===== config.mk =====
export PLATFORM = sky130hd
export DESIGN_NAME = display_scan_mux
export DESIGN_NICKNAME = d
export VERILOG_FILES = /design/src/rtl/display_scan_mux.sv
export SDC_FILE = /design/constraint.sdc
export NUM_CORES = 1
export LEC_CHECK = 0
export CAP_MARGIN = 25
export CELL_PAD_IN_SITES_DETAIL_PLACEMENT = 0
export CELL_PAD_IN_SITES_GLOBAL_PLACEMENT = 1
export CORE_ASPECT_RATIO = 0.75
export CORE_MARGIN = 2
export CORE_UTILIZATION = 45
export CTS_BUF_LIST = sky130_fd_sc_hd__clkbuf_16
export DETAILED_ROUTE_END_ITERATION = 8
export PLACE_DENSITY_LB_ADDON = 0.1
export SYNTH_ARGS = -nofsm -noshare
export SYNTH_HDL_FRONTEND = slang
export SYNTH_SLANG_ARGS = --single-unit

===== constraint.sdc =====
create_clock -name clk -period 2.6 [get_ports clk]
set_input_delay 0.26 -clock clk [delete_from_list [all_inputs] [get_ports clk]]
set_output_delay 0.26 -clock clk [all_outputs]
set_load 0.02 [all_outputs]

===== src/rtl/display_scan_mux.sv =====
// Digit scanner for a multiplexed seven-segment display: walks the digits one refresh slot
// at a time, with a guard gap per slot and a frame-aligned double buffer for new values.
module display_scan_mux #(
  parameter int DIGITS      = 4,
  parameter int REFRESH_DIV = 50000,
  parameter int GUARD       = 64
) (
  input  logic                  clk,
  input  logic                  rst_n,
  input  logic [4*DIGITS-1:0]   value_in,
  input  logic                  load,
  input  logic                  lzb,
  output logic [3:0]            nibble,
  output logic [DIGITS-1:0]     digit_en,
  output logic                  blank,
  output logic                  frame_done
);

  localparam int PW = $clog2(REFRESH_DIV);
  localparam int IW = (DIGITS > 1) ? $clog2(DIGITS) : 1;
  localparam logic [PW-1:0] PCNT_LAST = PW'(REFRESH_DIV - 1);
  localparam logic [IW-1:0] IDX_LAST  = IW'(DIGITS - 1);

  logic [PW-1:0]         pcnt_q, pcnt_d;
  logic [IW-1:0]         idx_q, idx_d;
  logic [4*DIGITS-1:0]   disp_q, disp_d;
  logic [4*DIGITS-1:0]   pend_q, pend_d;
  logic                  pend_v_q, pend_v_d;
  logic [3:0]            nibble_q, nibble_d;
  logic [DIGITS-1:0]     digit_en_q, digit_en_d;
  logic                  blank_q, blank_d;
  logic                  frame_done_q, frame_done_d;
  logic                  tc_s, fb_s, guard_s;

  function automatic logic [3:0] sel_nibble(input logic [4*DIGITS-1:0] v,
                                            input logic [IW-1:0]       i);
    logic [3:0] sel;
    sel = 4'h0;
    for (int k = 0; k < DIGITS; k++) begin
      if (IW'(k) == i) begin
        sel = v[4*k +: 4];
      end else begin
        sel = sel;
      end
    end
    return sel;
  endfunction

  // Digit i is a leading zero when it and every more significant digit are zero.
  function automatic logic lzb_hit(input logic                  en,
                                   input logic [4*DIGITS-1:0]   v,
                                   input logic [IW-1:0]         i);
    logic upper_zero;
    upper_zero = 1'b1;
    for (int k = 0; k < DIGITS; k++) begin
      if ((IW'(k) >= i) && (v[4*k +: 4] != 4'h0)) begin
        upper_zero = 1'b0;
      end else begin
        upper_zero = upper_zero;
      end
    end
    return en & (i != IW'(0)) & upper_zero;
  endfunction

  function automatic logic [DIGITS-1:0] onehot(input logic [IW-1:0] i);
    logic [DIGITS-1:0] oh;
    for (int k = 0; k < DIGITS; k++) begin
      oh[k] = (IW'(k) == i);
    end
    return oh;
  endfunction

  generate
    if (GUARD == 0) begin : g_no_guard
      assign guard_s = 1'b0;
    end else begin : g_guard
      assign guard_s = (pcnt_q < PW'(GUARD));
    end
  endgenerate

  // Slot/digit counters and the frame-aligned double buffer.
  always_comb begin
    tc_s     = (pcnt_q == PCNT_LAST);
    fb_s     = tc_s && (idx_q == IDX_LAST);
    disp_d   = disp_q;
    pend_d   = pend_q;
    pend_v_d = pend_v_q;

    if (tc_s) begin
      pcnt_d = '0;
    end else begin
      pcnt_d = pcnt_q + PW'(1);
    end

    if (!tc_s) begin
      idx_d = idx_q;
    end else if (idx_q == IDX_LAST) begin
      idx_d = '0;
    end else begin
      idx_d = idx_q + IW'(1);
    end

    // A load on the boundary itself bypasses the buffer and discards any older pending value.
    if (fb_s) begin
      pend_v_d = 1'b0;
      if (load) begin
        disp_d = value_in;
      end else if (pend_v_q) begin
        disp_d = pend_q;
      end else begin
        disp_d = disp_q;
      end
    end else if (load) begin
      pend_d   = value_in;
      pend_v_d = 1'b1;
    end else begin
      pend_d   = pend_q;
      pend_v_d = pend_v_q;
    end
  end

  // Output next-state, derived from the current counter and display state.
  always_comb begin
    nibble_d     = sel_nibble(disp_q, idx_q);
    frame_done_d = fb_s;
    blank_d      = guard_s | lzb_hit(lzb, disp_q, idx_q);
    if (guard_s) begin
      digit_en_d = '0;
    end else begin
      digit_en_d = onehot(idx_q);
    end
  end

  // State and output registers.
  always_ff @(posedge clk or negedge rst_n) begin
    if (!rst_n) begin
      pcnt_q       <= '0;
      idx_q        <= '0;
      disp_q       <= '0;
      pend_q       <= '0;
      pend_v_q     <= 1'b0;
      nibble_q     <= 4'h0;
      digit_en_q   <= '0;
      blank_q      <= 1'b1;
      frame_done_q <= 1'b0;
    end else begin
      pcnt_q       <= pcnt_d;
      idx_q        <= idx_d;
      disp_q       <= disp_d;
      pend_q       <= pend_d;
      pend_v_q     <= pend_v_d;
      nibble_q     <= nibble_d;
      digit_en_q   <= digit_en_d;
      blank_q      <= blank_d;
      frame_done_q <= frame_done_d;
    end
  end

  assign nibble     = nibble_q;
  assign digit_en   = digit_en_q;
  assign blank      = blank_q;
  assign frame_done = frame_done_q;

endmodule


==> results by stage <==
STA:
- The time the worst path needs with I/O delays and setup is 2.28 ns.
- The highest achievable clock rate is ~440 MHz.
- On the final layout, the worst clock skew is about 0.0058 ns.
- At the pin with the least slew margin, the transition time is around 0.76 ns.
- The number of slew-limit violations in the final report is 0.
- Across all setup checks in the final design, the least slack found is 0.323 ns.
- The headroom to the max-slew limit is between 40% and 50%.
- Setup violations remaining at the end of the flow were counted as 0.
- The number of hold-slack violations in the final timing report is 0.
- The final critical path takes up between 80 and 90% of the cycle.
- The summed negative setup slack over all endpoints is 0 ns.
- Setup repair after global routing left no endpoint under its margin.

Hold path:
- The class of the tightest hold or removal check is in -> async.

Worst setup path:
- For the worst setup path, the data arrival time is ~2.5 ns.
- The largest fanout on the critical path is 14.
- The number of cells traversed by the worst register-to-register path is 4.
- For the worst setup path, the data required time is 2.80 ns.
- The worst setup path is launched from a register.
- The kind of critical path is reg -> reg.
- The worst setup path is captured at a register.

Route:
- The detailed router finished its first iteration with 201 violations.
- The via density per instance is 5.25.
- The final route contains just over 2000 vias.
- The routed design has 6.04 mm of wire.
- The average wire length per cell after detail routing is 15.5 um.
- The detail route stage leaves a number of antenna-violating nets equal to 0.
- The remaining design rule violation count is 0.
- The total iterations of the first detailed-routing run is 5.

CTS:
- The number of resized instances in the post-cts repair step is 0.
- Post-CTS timing repair inserted 0 buffers for setup.
- The hold-fix buffer count after cts is 0.
- The H-tree depth reported by CTS is 3.
- Counting every sink on the clock net gives between 60 and 70.
- The CTS tree is yes.
- In this run, CTS created clock tree buffers numbering 9.
- The CTS root buffer is sky130_fd_sc_hd__clkbuf_16.
- For the worst-skew pair, the clock arrives at the later sink with an insertion delay of 0.32 ns.
- The maximum clock insertion buffer count is 2.
- The clock input transition at the sequential cells of the worst setup and hold paths is 0.05 ns.

Logic synthesis:
- The most used flip-flop cell after synthesis is sky130_fd_sc_hd__dfrtp_1.
- The share of synthesized registers carrying an async set or reset is 100%.
- During synthesis, Yosys emitted a total of 0 warnings.
- The count of flip-flops with a built-in enable after synthesis is 0.
- The post-synthesis instance area is 0.00292 mm^2.
- The distinct cell type count after synthesis is between 40 and 50.
- Counting flops and latches in the post-synthesis netlist gives between 60 and 70.
- Counting every net in the synthesized netlist gives ~290.
- For this run, the register share of the synthesized area comes to around 52%.
- The per-instance average area after synthesis is 10.9 um^2.
- The gate count after technology mapping is around 270.

Power and ir drop:
- The overall power is 0.00209 W.
- The switching fraction of total power is 21.2%.
- The clock network accounts for 48.0% of the total power.
- Cell internal power was estimated by the tool at 0.00164 W.
- Registers are responsible for 47.1% of the overall power.
- Power spread over the standard cell area amounts to between 500 and 600 mW/mm^2.
- The leakage component of the power is between 1.5 and 2 nW.
- Summed over all nets, the switching power comes to between 0.0004 and 0.0005 W.
- The worst-case IR drop observed on VDD is about 310 uV.
- Combinational logic is responsible for roughly 4.9% of the overall power.

Finish:
- The number of antenna diodes in the final layout is 0.
- The share of final-layout standard cells stronger than drive strength 1 is between 8 and 9%.
- The area growth from synthesis to layout is 22.1%.
- After the last flow step, the layout net total stands at 331.
- The final cell count without fillers is between 300 and 400.

Floorplanning:
- The core region is 0.00629 mm^2.
- Once the floorplan was initialized, standard cells occupied around 46% of the core.
- The vertical die dimension is between 70 and 80 um.
- 30 I/O pins were placed.
- The floorplan has 25 rows.
- The chip width is 96.9 um.
- The die covers 0.00714 mm^2.

Global route:
- The first global-routing pass estimated 10.3 mm of wire.
- The total grt overflow is 0.
- The total global-route track usage is 18.8%.
- Entering global routing, the biggest net connects between 60 and 70 pins.
- The number of antenna violations at the first check in global routing came to 0.
- The number of global-route vias before repair was 1955.

Status:
- The run finished with clean final reports.

Place:
- The half-perimeter wire length after detailed placement is 4.14 mm.
- The cell total after placement is approximately 380.
- The placer's final routability congestion estimate is between 0.8 and 0.9.
- At the placement stage, the worst setup path has a slack of about 0.34 ns.
- The number of buffers inserted by port buffering is 29.

Run:
- Max-cap violations in this run came to 0.
-- metrics by stage --
step	utilization (%)	hold slack (ns)	instance area, um^2
CTS	56.6	0.135	3560
detailed placement	52.6	0.473	3310
finish	56.6	0.0950	3560
global placement	52.6	0.469	3310
floorplan	-	-0.0356	2920
global route	56.6	0.180	3560
-- registers in the layout, summed over array words and instances (netlist names) --
signal      flops
blank           1
pcnt_q         16
idx_q           2
frame_done      1
digit_en        4
pend_q         16
disp_q         16
nibble          4
pend_v_q        1
-- synthesized netlist by cell type, types with 4 or more instances --
library cell	n	area [um^2]
sky130_fd_sc_hd__nor4_1	6	37.5
sky130_fd_sc_hd__a222oi_1	14	140
sky130_fd_sc_hd__clkbuf_1	4	15.0
sky130_fd_sc_hd__nand2_1	14	52.6
sky130_fd_sc_hd__ha_1	6	75.1
sky130_fd_sc_hd__nor2b_1	7	43.8
sky130_fd_sc_hd__inv_1	45	169
sky130_fd_sc_hd__xnor2_1	5	43.8
sky130_fd_sc_hd__nand3_1	9	45.0
sky130_fd_sc_hd__buf_2	4	20.0
sky130_fd_sc_hd__and2_1	4	25.0
sky130_fd_sc_hd__mux2i_1	16	160
sky130_fd_sc_hd__dfrtp_1	60	1500
sky130_fd_sc_hd__nor2_1	13	48.8
sky130_fd_sc_hd__nand4_1	6	37.5
sky130_fd_sc_hd__xor2_1	8	70.1
-- cell usage in the layout, fill, tap and decap left out, drive strengths merged, types with 3 or more instances in the layout --
master,netlist,layout
a221oi,3,3
inv,45,47
o21ai,3,3
a211o,3,3
xnor2,5,5
a222oi,14,14
and2,4,4
or4,3,3
nand4,6,6
a21oi,3,3
nand2,14,14
buf,8,10
mux2i,16,16
dfrtp,60,60
ha,6,6
xor2,8,8
nor4,8,8
nor2b,7,7
nor3,3,3
nand3,9,9
nor2,13,13
clkinv,0,5
clkdlybuf4s50,0,28
clkbuf,4,9
-- critical path, cell delays in order, from the launching register on --
cell                       delay (ns)
sky130_fd_sc_hd__dfrtp_1         0.43
sky130_fd_sc_hd__or4_4           0.58
sky130_fd_sc_hd__nor4_4          0.45
sky130_fd_sc_hd__nand4b_4        0.32
sky130_fd_sc_hd__a222oi_1        0.37
-- layout make-up --
cell class                 count  area [um^2]
clock buffer                   9          225
clock inverter                 7         27.5
fill                         549         2730
inverter                      45          169
multi-input combinational    150         1140
sequential                    61         1530
tap                           81          101
timing repair buffer          38          365
-- cells by family after synthesis --
family,count (synthesis),share of synthesized area [%]
and+or+nand+nor,82,17.6
DFF,61,52.4
buffers and inverters,57,8.41
AOI/OAI and AO/OA,31,8.80
muxes,18,6.27
xor gates and xnor gates,13,3.91
adders and majority gates,6,2.58
-- power by group through the flow --
stage | Sequential [W] | Combinational (W) | Clock [W]
after floorplan | 0.000997 | 0.0000458 | 0
after global placement | 0.000997 | 0.000105 | 0
after detailed placement | 0.000999 | 0.000104 | 0
after CTS | 0.000983 | 0.000105 | 0.00102
after global routing | 0.000985 | 0.000117 | 0.00106
final | 0.000983 | 0.000102 | 0.00100
-- worst paths after layout --
path | startpoint | endpoint | slack (ns)
worst min-delay path | rst_n | pcnt_q[9] | 0.09
max in group asynchronous | rst_n | pend_q[13] | 2.00
worst min register to register | pend_q[13] | pend_q[13] | 0.49
worst max-delay path | pcnt_q[12] | disp_q[6] | 0.32
min in group clk | pend_q[13] | pend_q[13] | 0.49
worst max register to register | pcnt_q[12] | disp_q[6] | 0.32
-- routing by layer --
| layer | GRT usage, % | part of all wire [%] | vias to the layer above |
|---|---|---|---|
| li1 | - | - | 1012 |
| met1 | 30.0 | 55 | 965 |
| met2 | 22.6 | 38 | 65 |
| met3 | 6.85 | 6.5 | 9 |
| met4 | 6.10 | 1.4 | 0 |
| met5 | 0 | 0 | - |
(Power assumes the default switching activity.)
